### src/rtl/seq_det_pkg.sv
// Shared types and default widths for the serial sequence detector.
// Contents: FSM state enum and default pattern/match-counter widths.
// No ports; imported by seq_det_prog and seq_det_ctrl.
package seq_det_pkg;

    localparam int SEQ_DET_PAT_W_DEF = 4;
    localparam int SEQ_DET_CNT_W_DEF = 4;

    typedef enum logic [1:0] {
        ST_IDLE = 2'd0,
        ST_LOAD = 2'd1,
        ST_RUN  = 2'd2,
        ST_DONE = 2'd3
    } seq_state_t;

endpackage

### src/rtl/seq_det_prog.sv
// Bit-history shifter, fill counter and pattern comparator for the sequence detector.
// Ports: i_clk/i_rst_n clock and async active-low reset; i_clr clears history and fill;
//        i_en enables shifting (RUN only); i_w/i_w_valid serial bit; i_pattern latched target; o_z Mealy match.
module seq_det_prog
    import seq_det_pkg::*;
#(
    parameter int PAT_W = SEQ_DET_PAT_W_DEF
) (
    input  logic             i_clk,
    input  logic             i_rst_n,
    input  logic             i_clr,
    input  logic             i_en,
    input  logic             i_w,
    input  logic             i_w_valid,
    input  logic [PAT_W-1:0] i_pattern,
    output logic             o_z
);

    localparam int                FILL_W    = $clog2(PAT_W);
    localparam logic [FILL_W-1:0] FILL_FULL = FILL_W'(PAT_W - 1);

    logic [PAT_W-2:0]  r_hist;
    logic [FILL_W-1:0] r_fill;
    logic [PAT_W-1:0]  w_window;
    logic              w_shift;

    // Candidate window: previous PAT_W-1 bits (oldest at MSB) plus the bit arriving now.
    assign w_window = {r_hist, i_w};
    assign w_shift  = i_en & i_w_valid;

    always_ff @(posedge i_clk or negedge i_rst_n) begin
        if (!i_rst_n) begin
            r_hist <= '0;
            r_fill <= '0;
        end else if (i_clr) begin
            r_hist <= '0;
            r_fill <= '0;
        end else if (w_shift) begin
            r_hist <= w_window[PAT_W-2:0];
            if (r_fill != FILL_FULL) begin
                r_fill <= r_fill + FILL_W'(1);
            end
        end
    end

    // Only compare once the history holds real bits, so zero-initialised history
    // cannot fake a match on patterns with leading zeros.
    assign o_z = w_shift & (r_fill == FILL_FULL) & (w_window == i_pattern);

endmodule

### src/rtl/seq_det_ctrl.sv
// Session controller for a programmable serial sequence detector (IDLE/LOAD/RUN/DONE).
// Ports: i_start/i_abort control; i_pattern/i_match_target sampled on accepted start; i_w/i_w_valid data;
//        o_z Mealy match, o_busy (LOAD/RUN), o_done pulse, o_match_cnt, o_timeout.
// Optional RUN-cycle timeout is built only when SEQ_DET_CTRL_TIMEOUT_EN is defined.
module seq_det_ctrl
    import seq_det_pkg::*;
#(
    parameter int PAT_W       = SEQ_DET_PAT_W_DEF,
    parameter int CNT_W       = SEQ_DET_CNT_W_DEF,
    parameter int TIMEOUT_CYC = 255
) (
    input  logic             i_clk,
    input  logic             i_rst_n,
    input  logic             i_start,
    input  logic             i_abort,
    input  logic [PAT_W-1:0] i_pattern,
    input  logic [CNT_W-1:0] i_match_target,
    input  logic             i_w,
    input  logic             i_w_valid,
    output logic             o_z,
    output logic             o_busy,
    output logic             o_done,
    output logic [CNT_W-1:0] o_match_cnt,
    output logic             o_timeout
);

    seq_state_t       r_state;
    logic [PAT_W-1:0] r_pattern;
    logic [CNT_W-1:0] r_target;
    logic [CNT_W-1:0] r_match_cnt;
    logic             r_busy;
    logic             r_done;
    logic             r_timeout;

    logic [CNT_W-1:0] w_cnt_inc;
    logic             w_hit;
    logic             w_expire;
    logic             w_load;
    logic             w_run;
    logic             w_z;

    assign w_load    = (r_state == ST_LOAD);
    assign w_run     = (r_state == ST_RUN);
    assign w_cnt_inc = r_match_cnt + CNT_W'(1);
    // r_target already holds the effective target (0 mapped to 1 at latch time).
    assign w_hit     = (w_cnt_inc == r_target);

    seq_det_prog #(
        .PAT_W (PAT_W)
    ) u_prog (
        .i_clk     (i_clk),
        .i_rst_n   (i_rst_n),
        .i_clr     (w_load),
        .i_en      (w_run),
        .i_w       (i_w),
        .i_w_valid (i_w_valid),
        .i_pattern (r_pattern),
        .o_z       (w_z)
    );

`ifdef SEQ_DET_CTRL_TIMEOUT_EN
    localparam int TO_W = $clog2(TIMEOUT_CYC + 1);

    logic [TO_W-1:0] r_cyc;

    always_ff @(posedge i_clk or negedge i_rst_n) begin
        if (!i_rst_n) begin
            r_cyc <= '0;
        end else if (w_load) begin
            r_cyc <= '0;
        end else if (w_run && !w_expire) begin
            r_cyc <= r_cyc + TO_W'(1);
        end
    end

    // Expires during the TIMEOUT_CYC-th RUN cycle, so DONE follows exactly TIMEOUT_CYC RUN cycles.
    assign w_expire = w_run && (r_cyc == TO_W'(TIMEOUT_CYC - 1));
`else
    // No counter in this build: never expires (parameter kept referenced for a shared interface).
    assign w_expire = (TIMEOUT_CYC < 0);
`endif

    always_ff @(posedge i_clk or negedge i_rst_n) begin
        if (!i_rst_n) begin
            r_state     <= ST_IDLE;
            r_pattern   <= '0;
            r_target    <= '0;
            r_match_cnt <= '0;
            r_busy      <= 1'b0;
            r_done      <= 1'b0;
            r_timeout   <= 1'b0;
        end else begin
            case (r_state)
                ST_IDLE: begin
                    r_done <= 1'b0;
                    if (i_start) begin
                        r_pattern <= i_pattern;
                        r_target  <= (i_match_target == '0) ? CNT_W'(1) : i_match_target;
                        r_state   <= ST_LOAD;
                        r_busy    <= 1'b1;
                    end
                end
                ST_LOAD: begin
                    r_match_cnt <= '0;
                    r_timeout   <= 1'b0;
                    if (i_abort) begin
                        r_state <= ST_IDLE;
                        r_busy  <= 1'b0;
                    end else begin
                        r_state <= ST_RUN;
                    end
                end
                ST_RUN: begin
                    // Abort takes priority over any same-cycle match or expiry.
                    if (i_abort) begin
                        r_state <= ST_IDLE;
                        r_busy  <= 1'b0;
                    end else begin
                        if (w_z) begin
                            r_match_cnt <= w_cnt_inc;
                        end
                        if (w_z && w_hit) begin
                            r_state <= ST_DONE;
                            r_busy  <= 1'b0;
                            r_done  <= 1'b1;
                        end else if (w_expire) begin
                            r_state   <= ST_DONE;
                            r_busy    <= 1'b0;
                            r_done    <= 1'b1;
                            r_timeout <= 1'b1;
                        end
                    end
                end
                ST_DONE: begin
                    r_done  <= 1'b0;
                    r_state <= ST_IDLE;
                end
                default: begin
                    r_state <= ST_IDLE;
                    r_busy  <= 1'b0;
                    r_done  <= 1'b0;
                end
            endcase
        end
    end

    assign o_z         = w_z;
    assign o_busy      = r_busy;
    assign o_done      = r_done;
    assign o_match_cnt = r_match_cnt;
    assign o_timeout   = r_timeout;

endmodule

### config.mk
export PLATFORM = sky130hd
export DESIGN_NAME = seq_det_ctrl
export DESIGN_NICKNAME = d
export VERILOG_FILES = /design/src/rtl/seq_det_pkg.sv /design/src/rtl/seq_det_prog.sv /design/src/rtl/seq_det_ctrl.sv
export SDC_FILE = /design/constraint.sdc
export NUM_CORES = 1
export LEC_CHECK = 0
export ABC_CLOCK_PERIOD_IN_PS = 5600
export CORE_MARGIN = 2
export CORE_UTILIZATION = 45
export CTS_BUF_LIST = sky130_fd_sc_hd__clkbuf_4
export CTS_CLUSTER_SIZE = 40
export DETAILED_ROUTE_END_ITERATION = 7
export PLACE_DENSITY_LB_ADDON = 0.12
export RECOVER_POWER = 50
export SLEW_MARGIN = 20
export SYNTH_ARGS = -nofsm -noshare
export SYNTH_HDL_FRONTEND = slang
export SYNTH_HIERARCHICAL = 1
export SYNTH_SLANG_ARGS = --single-unit
### constraint.sdc
create_clock -name i_clk -period 5.6 [get_ports i_clk]
set_input_delay 0.84 -clock i_clk [delete_from_list [all_inputs] [get_ports i_clk]]
set_output_delay 0.84 -clock i_clk [all_outputs]
set_load 0.01 [all_outputs]
==> flow_summary_export.csv, run 1 <==
group,metric,value,unit
clock_tree,cts_hold_buf,0,
power,p_leak,0.657,nW
clock_tree,insertion_delay,0.30,ns
power,finalPower,0.541,mW
floorplan,die_w,56.5,microns
critical_path,cp.arrival,2.71,ns
placed_design,hpwl,1720,microns
route,firstDrtPassIters,4,
worst_hold_path,min_path_type,"flop to flop",
clock_tree,h-tree-depth,1,
sta,fin_setup_tns,0,ns
sta,min_period,3.55,ns
final_layout,diodes,0,
critical_path,cp-end-kind,"primary output",
critical_path,critPathKind,"flop to primary output",
synthesis,ys_ff_latch,21,
final_layout,final_cell_mix,"dfrtp_1 (21), clkdlybuf4s50_1 (18), nand2_1 (13), mux2_2 (8), ha_1 (7)",
floorplan,io_pins,22,
synthesis,yosysWarnings,6,
critical_path,crit_chain,"inv_1, ha_1, nand4_1, nor4_1, clkdlybuf4s50_1",
clock_tree,cts.sinks,21,
route,wl,2230,microns
outcome,status,"completed",
sta,fin_crit_sh,63.5,%
route,avgViaCountPerCell,5.40,
route,dr.first_iter.drc_count,38,
placed_design,gp_congestion,0.731,
floorplan,rows,19,
clock_tree,cts_setup_buffers,0,
synthesis,synth.avg_cell_area,10.4,sq um
clock_tree,post_cts_resized,0,
critical_path,slowest_delay,0.65,ns
floorplan,coreArea,0.00269,sq mm
synthesis,seq_area_frac_synth,42.3,%
worst_hold_path,hold_depth,2,
route,wl_per_cell,13.1,microns
synthesis,synth_cells,119,
clock_tree,cts_max_path_buffers,2,
synthesis,synth_cell_type_count,37,
placed_design,io_buffers,20,
synthesis,synthesis.nets,140,
power,powerDensity,365,mW/mm^2
grt,grt_max_degree,22,
final_layout,nNetsFinal,161,
sta,whs,0.530,ns
final_layout,syn_to_final_growth,19.3,%
clock_tree,clkTransAtPathRegs,0.11,ns
sta,slew_violations,0,
grt,track_usage,15.4,%
sta,clock_skew,0.00137,ns
critical_path,rr_worst_depth,7,
synthesis,synth_edf_count,0,
grt,antenna_found_initial,0,
power,ir_worst_vdd,0.000235,V
route,drc,0,
critical_path,crit_path_start_kind,"flop",
critical_path,cp_max_fo,16,
run,drv_cap,0,
final_layout,final_common_cell,"dfrtp_1",
critical_path,slowest_stage,"clkdlybuf4s50_1",
grt,grt_pass1_vias,879,
critical_path,critical_path_required,4.76,ns
grt,grt-ovfl-total,0,
floorplan,fp.dieH,56.5,microns
floorplan,start_util,46.2,%
clock_tree,tritoncts,"yes",
route,ant_nets,0,
route,vias,918,
floorplan,die_area,0.00319,sq mm
sta,fmax,281,MHz
sta,rsz0062_at_grt,"false",
grt,grt_first_pass_wirelength,3870,microns
final_layout,final_layout_size_suffix_gt1_share,10.8,%
synthesis,synthFlopType,"dfrtp_1",
clock_tree,tritoncts.num_buffers,3,
clock_tree,clock-root-buffer,"clkbuf_4",
sta,worstMarginPinSlew,0.957,ns
synthesis,async_flop_share,100,%
sta,relSlewSlack,36.0,%
sta,setup_viol_count_final,0,
synthesis,syn_area,0.00124,sq mm
sta,finalHoldViolations,0,
## metrics by stage
| step | util, % | std cells | worst slack [ns] | cell area [sq um] |
|---|---|---|---|---|
| after floorplan | - | 119 | 3.15 | 1240 |
| after global placement | 54.1 | 166 | 2.08 | 1450 |
| after global routing | 55.1 | 170 | 1.82 | 1480 |
| after CTS | 55.1 | 170 | 2.02 | 1480 |
| final | 55.1 | 170 | 2.05 | 1480 |
| after detailed placement | 54.1 | 166 | 2.02 | 1450 |
## state kept, by name (all words and copies together), names as in the netlist
| register | cells |
|---|---|
| u_prog/r_fill | 2 |
| o_done | 1 |
| r_target | 4 |
| r_state | 2 |
| o_match_cnt | 4 |
| u_prog/r_hist | 3 |
| o_busy | 1 |
| r_pattern | 4 |
## cells in the mapped netlist, drive strengths merged (5+ instances only)
library cell   n  area share (%)
dfrtp         21              42
nand2b         6             3.0
xnor2          6             4.8
xor2           6             4.2
ha             7             7.1
nand3          5             2.0
nand2         13             3.9
mux2           8             7.3
o21ai          5             2.0
nor2           5             1.5
## cell type report
type                       count  area, sq um
fill                         253         1210
timing repair buffer          20          200
multi-input combinational     91          677
clock buffer                   3         22.5
clock inverter                 1         5.00
inverter                       3         11.3
tap                           31         38.8
sequential                    21          526
## where the power goes
| part | switching, mW | internal, mW |
|---|---|---|
| Clock | 0.0442 | 0.0266 |
| Sequential | 0.0320 | 0.196 |
| Combinational | 0.122 | 0.120 |
| Total | 0.198 | 0.343 |
## worst max-delay path: cells and delay by family, from the launching register on
| kind | cells | cell delay, ns |
|---|---|---|
| buffers and inverters | 2 | 0.78 |
| adders and majority gates | 1 | 0.54 |
| DFF | 1 | 0.43 |
| and+or+nand+nor | 2 | 0.66 |
## path summary, 6_finish.rpt
kind	start	to	slack, ns
min	o_done	o_done	0.53
max reg2reg	r_state[0]	o_busy	2.86
min reg2reg	o_done	o_done	0.53
min in group asynchronous	i_rst_n	r_state[0]	1.13
max	r_state[0]	o_z	2.05
max in group asynchronous	i_rst_n	r_target[3]	3.90
## kinds of logic after synthesis
kind of cell / count (synthesis) / synth area share (%)
xor+xnor: 13 / 10.9
buf+inv: 7 / 3.12
simple gates: 42 / 17.7
flops: 21 / 42.3
other cells: 1 / 0.302
compound gates: 19 / 10.5
mux: 9 / 8.06
fa+ha+maj: 7 / 7.06
## per-layer routing
layer	GRT usage (%)	part of all wire (%)	up-vias	routed length (microns)
li1	-	-	450	-
met1	20.0	46	454	1030
met2	26.1	50	12	1120
met3	2.30	3.1	2	70
met4	5.10	0.54	0	12
met5	0	0	-	0
No activity file was read; power rests on OpenSTA's default activity.
==> run 2: changes to the inputs <==
ABC_CLOCK_PERIOD_IN_PS = 3250   (was 5600)
clock period = 3.25 ns   (was 5.6 ns; I/O delays follow)
==> flow_summary_export.csv, run 2 (synthesis gave the netlist of run 1 again) <==
group,metric,value,unit
sta,relSlewSlack,37.3,%
final_layout,nNetsFinal,163,
grt,grt_max_degree,22,
floorplan,rows,19,
clock_tree,cts_max_path_buffers,2,
placed_design,hpwl,1840,microns
floorplan,coreArea,0.00269,sq mm
final_layout,final_cell_mix,"dfrtp_1 (21), clkdlybuf4s50_1 (19), nand2_1 (13), mux2_2 (8), ha_1 (7)",
clock_tree,cts_hold_buf,0,
critical_path,critical-path-top-cell-by-count,"clkdlybuf4s50_1",
sta,fin_crit_sh,82.6,%
route,ant_nets,0,
placed_design,io_buffers,20,
final_layout,design_area,0.00149,sq mm
route,drc,0,
clock_tree,clkTransAtPathRegs,0.13,ns
critical_path,crit_buf_inv,2,
grt,grt-ovfl-total,0,
critical_path,critical_path_required,2.76,ns
final_layout,syn_to_final_growth,20.4,%
grt,grt_first_pass_wirelength,4000,microns
critical_path,rr_worst_depth,8,
clock_tree,cts.sinks,21,
critical_path,cp-end-kind,"primary output",
critical_path,crit_path_start_kind,"input port",
critical_path,cp_top_family,"buffers and inverters",
route,avgViaCountPerCell,5.41,
route,wl_per_cell,13.9,microns
placed_design,pre_cts_slack,0.547,ns
grt,antenna_found_initial,0,
grt,grt_pass1_vias,910,
critical_path,reg2reg_from,"r_state[0]",
worst_hold_path,min_path_type,"flop to flop",
sta,finalHoldViolations,0,
route,firstDrtPassIters,4,
critical_path,cp.arrival,2.20,ns
outcome,status,"completed",
clock_tree,tritoncts.num_buffers,3,
final_layout,final_util,55.6,%
route,vias,931,
final_layout,final_common_cell,"dfrtp_1",
sta,clock_skew,0.00655,ns
final_layout,diodes,0,
worst_hold_path,hold_end,"r_target[0]",
clock_tree,clock-root-buffer,"clkbuf_4",
critical_path,r2r_slack,0.96,ns
worst_hold_path,min_from,"r_target[0]",
run,drv_cap,0,
critical_path,timing.rr.end,"o_busy",
sta,whs,0.524,ns
sta,min_period,2.68,ns
critical_path,cp_max_fo,2,
sta,setup_ws,0.567,ns
placed_design,gp_congestion,0.739,
sta,fin_setup_tns,0,ns
placed_design,placed_cell_area,0.00147,sq mm
sta,worstMarginPinSlew,0.937,ns
route,wl,2390,microns
sta,rsz0062_at_grt,"false",
clock_tree,cts_setup_buffers,0,
floorplan,die_w,56.5,microns
clock_tree,post_cts_resized,0,
clock_tree,tritoncts,"yes",
floorplan,start_util,46.2,%
floorplan,die_area,0.00319,sq mm
clock_tree,insertion_delay,0.31,ns
critical_path,crit_chain,"clkdlybuf4s50_1, xnor2_1, nand4_1, nor4_1, clkdlybuf4s50_1",
critical_path,critPathKind,"input port to primary output",
critical_path,slowest_delay,0.62,ns
floorplan,fp.dieH,56.5,microns
final_layout,final_layout_size_suffix_gt1_share,11.3,%
worst_hold_path,hold_depth,2,
sta,fmax,373,MHz
sta,setup_viol_count_final,0,
power,powerDensity,639,mW/mm^2
power,p_leak,0.660,nW
route,dr.first_iter.drc_count,30,
grt,track_usage,16.2,%
clock_tree,h-tree-depth,1,
floorplan,io_pins,22,
power,ir_worst_vdd,0.000375,V
sta,slew_violations,0,
critical_path,slowest_stage,"clkdlybuf4s50_1",
==> run 2: changes by cell type in the layout (fill, tap and decap cells not counted), sizes merged <==
cell,change
buf,+1
clkinv,-1
clkbuf,+1
clkdlybuf4s50,+1
clkinvlp,+1
dlygate4sd3,-1
==> run 2: how the worst max path moves through the flow <==
stage | from | to | slack (ns) | cells past startpoint
after CTS | i_w | o_z | 0.53 | 5
after floorplan | r_state[0] | o_busy | 0.99 | 8
after global placement | i_w | o_z | 0.70 | 5
after global routing | r_state[0] | o_z | 0.42 | 5
final | i_w | o_z | 0.57 | 5
after detailed placement | i_w | o_z | 0.55 | 5
==> run 2: report_power, final <==
part | total, mW | internal [mW] | leakage (nW) | switching [mW]
logic | 0.424 | 0.209 | 0.374 | 0.215
registers | 0.395 | 0.338 | 0.271 | 0.0571
clock network | 0.136 | 0.0468 | 0.0139 | 0.0889
==> run 2: area by class of cell <==
class,count,area [sq um]
well taps,31,38.8
repair buffers,22,211
fillers,254,1190
clock inverters,1,7.51
multi-input cells,91,677
flip-flops and latches,21,526
clock buffers,3,22.5
inverters,3,11.3
==> run 2: layer usage <==
layer	GRT usage, %	wire, microns
met4	5.44	17
met1	19.4	1070
met2	29.2	1200
met5	0	0
met3	2.30	95
==> run 2: through the flow <==
step,power [mW],instances
after floorplan,0.707,119
after global placement,0.810,168
after detailed placement,0.833,168
after CTS,0.969,172
after global routing,1.02,172
final,0.954,172
==> run 2: worst register-to-register path: cells and delay by family (launching register included) <==
kind	cells	cell delay (ns)
compound gates	2	0.43
fa+ha+maj	1	0.21
buf+inv	2	0.34
flops	1	0.45
simple gates	3	0.79
==> run 3: changes to the inputs <==
ABC_CLOCK_PERIOD_IN_PS = 2400   (was 3250)
clock period = 2.4 ns   (was 3.25 ns; I/O delays follow)
==> flow_summary_export.csv, run 3 (synthesis gave the netlist of run 1 again) <==
group,metric,value,unit
sta,worstMarginPinSlew,1.16,ns
sta,fmax,477,MHz
route,drc,0,
worst_hold_path,min_from,"o_done",
floorplan,coreArea,0.00269,sq mm
power,finalPower,1.30,mW
route,wl,2350,microns
worst_hold_path,min_path_type,"flop to flop",
sta,relSlewSlack,22.8,%
final_layout,design_area,0.00151,sq mm
final_layout,multi_input_area,683,sq um
power,clkPwrFrac,13.5,%
final_layout,final_common_cell,"dfrtp_1",
power,p_leak,0.675,nW
sta,finalHoldViolations,0,
power,p_comb_share,45.3,%
outcome,status,"completed",
final_layout,n_fill_cell,254,
final_layout,final_layout_size_suffix_gt1_share,13.3,%
final_layout,final_cell_mix,"dfrtp_1 (21), clkdlybuf4s50_1 (18), nand2_1 (13), mux2_2 (8), ha_1 (7)",
worst_hold_path,hold_depth,2,
route,avgViaCountPerCell,5.29,
critical_path,rr_worst_depth,8,
clock_tree,clock-root-buffer,"clkbuf_4",
critical_path,cp.arrival,2.30,ns
route,met3_length,72,microns
clock_tree,tritoncts,"yes",
grt,grt_max_degree,22,
power,swShare,37.6,%
final_layout,nNetsFinal,165,
power,powerDensity,857,mW/mm^2
sta,clock_skew,0.00865,ns
sta,slew_violations,0,
sta,rsz0062_at_grt,"false",
run,drv_cap,0,
floorplan,rows,19,
floorplan,fp.dieH,56.5,microns
clock_tree,tritoncts.num_buffers,3,
final_layout,diodes,0,
sta,fin_setup_tns,0,ns
floorplan,die_area,0.00319,sq mm
power,p_int,0.810,mW
critical_path,reg2reg_from,"r_state[0]",
floorplan,die_w,56.5,microns
sta,setup_viol_count_final,0,
route,wl_per_cell,13.5,microns
sta,fin_crit_sh,87.4,%
clock_tree,h-tree-depth,1,
critical_path,critical_path_required,2.61,ns
critical_path,cp-end-kind,"flop",
grt,track_usage,16.9,%
sta,min_period,2.10,ns
route,wl_met1,1030,microns
route,dr.first_iter.drc_count,13,
final_layout,final_util,56.4,%
power,ir_worst_vdd,0.000569,V
grt,grt-ovfl-total,0,
route,ant_nets,0,
worst_hold_path,hold_end,"o_done",
clock_tree,cts_setup_buffers,0,
sta,whs,0.531,ns
critical_path,crit_path_start_kind,"flop",
clock_tree,cts.sinks,21,
power,switching_power,0.488,mW
final_layout,syn_to_final_growth,22.0,%
critical_path,timing.rr.end,"o_busy",
critical_path,cp_max_fo,7,
clock_tree,clkTransAtPathRegs,0.13,ns
route,vias,920,
placed_design,hpwl,1830,microns
placed_design,io_buffers,20,
floorplan,io_pins,22,
placed_design,gp_congestion,0.744,
final_layout,seq_area,526,sq um
clock_tree,cts_max_path_buffers,2,
floorplan,start_util,46.2,%
placed_design,placed_cell_area,0.00148,sq mm
grt,grt_pass1_vias,1001,
grt,antenna_found_initial,0,
clock_tree,cts_hold_buf,0,
critical_path,r2r_slack,0.30,ns
power,seq_power_share,41.2,%
route,top_layer_used,"met4",
critical_path,critPathKind,"flop to flop",
clock_tree,insertion_delay,0.30,ns
grt,grt_first_pass_wirelength,4200,microns
route,firstDrtPassIters,4,
route,dr_wl_met2,1230,microns
[run 3: changes by cell type in the layout (fill, tap and decap cells not counted)]
cell	previous run	this run
clkdlybuf4s50_1	19	18
dlygate4sd2_1	0	1
nor4_1	1	0
buf_4	1	3
nor4_2	0	1
[run 3: cell type report]
type | instances | area share, %
flip-flops and latches | 21 | 34.7
repair buffers | 24 | 14.9
clock buffers | 3 | 1.49
inverters | 3 | 0.744
well taps | 31 | 2.56
clock inverters | 1 | 0.496
multi-input cells | 91 | 45.1
[run 3: per-layer routing]
| metal | GRT usage [%] | vias to the layer above |
|---|---|---|
| met5 | 0 | - |
| li1 | - | 457 |
| met4 | 5.10 | 0 |
| met1 | 19.5 | 444 |
| met2 | 31.4 | 17 |
| met3 | 3.00 | 2 |
[run 3: critical path, stage by stage (launching register included)]
cell and delay [ns]:
dfrtp_1 0.43, inv_1 0.15, ha_1 0.21, nand4_1 0.11, nor4_2 0.21, buf_4 0.17, and4_1 0.30, a21boi_1 0.12
o41ai_2 0.28
[run 3: timing repair]
action / 4_1_cts / 5_1_grt
hold endpoints to repair: 0 / 0
endpoints found under the setup margin: 1 / 0
resized for setup: 2 / 0
[run 3: worst max-delay path by stage]
stage                from  endpoint  slack [ns]  depth (start not counted)
3_5_place_dp          i_w    o_busy      -0.006                          8
3_3_place_gp          i_w       o_z        0.02                          5
2_1_floorplan  r_state[0]    o_busy        0.14                          8
6_report       r_state[0]    o_busy        0.30                          8
5_1_grt        r_state[0]    o_busy        0.17                          8
4_1_cts        r_state[0]       o_z        0.28                          5
[run 3: through the flow]
step,std cells,setup WS [ns]
after global placement,170,0.0201
after detailed placement,170,-0.00608
final,174,0.303
after CTS,174,0.284
after floorplan,119,0.139
after global routing,174,0.172
[run 3: power groups by stage]
stage	combinational [mW]	clock (mW)	sequential, mW
after floorplan	0.433	0	0.525
after global placement	0.563	0	0.537
after detailed placement	0.585	0	0.543
after CTS	0.594	0.183	0.536
after global routing	0.648	0.195	0.551
final	0.587	0.176	0.534
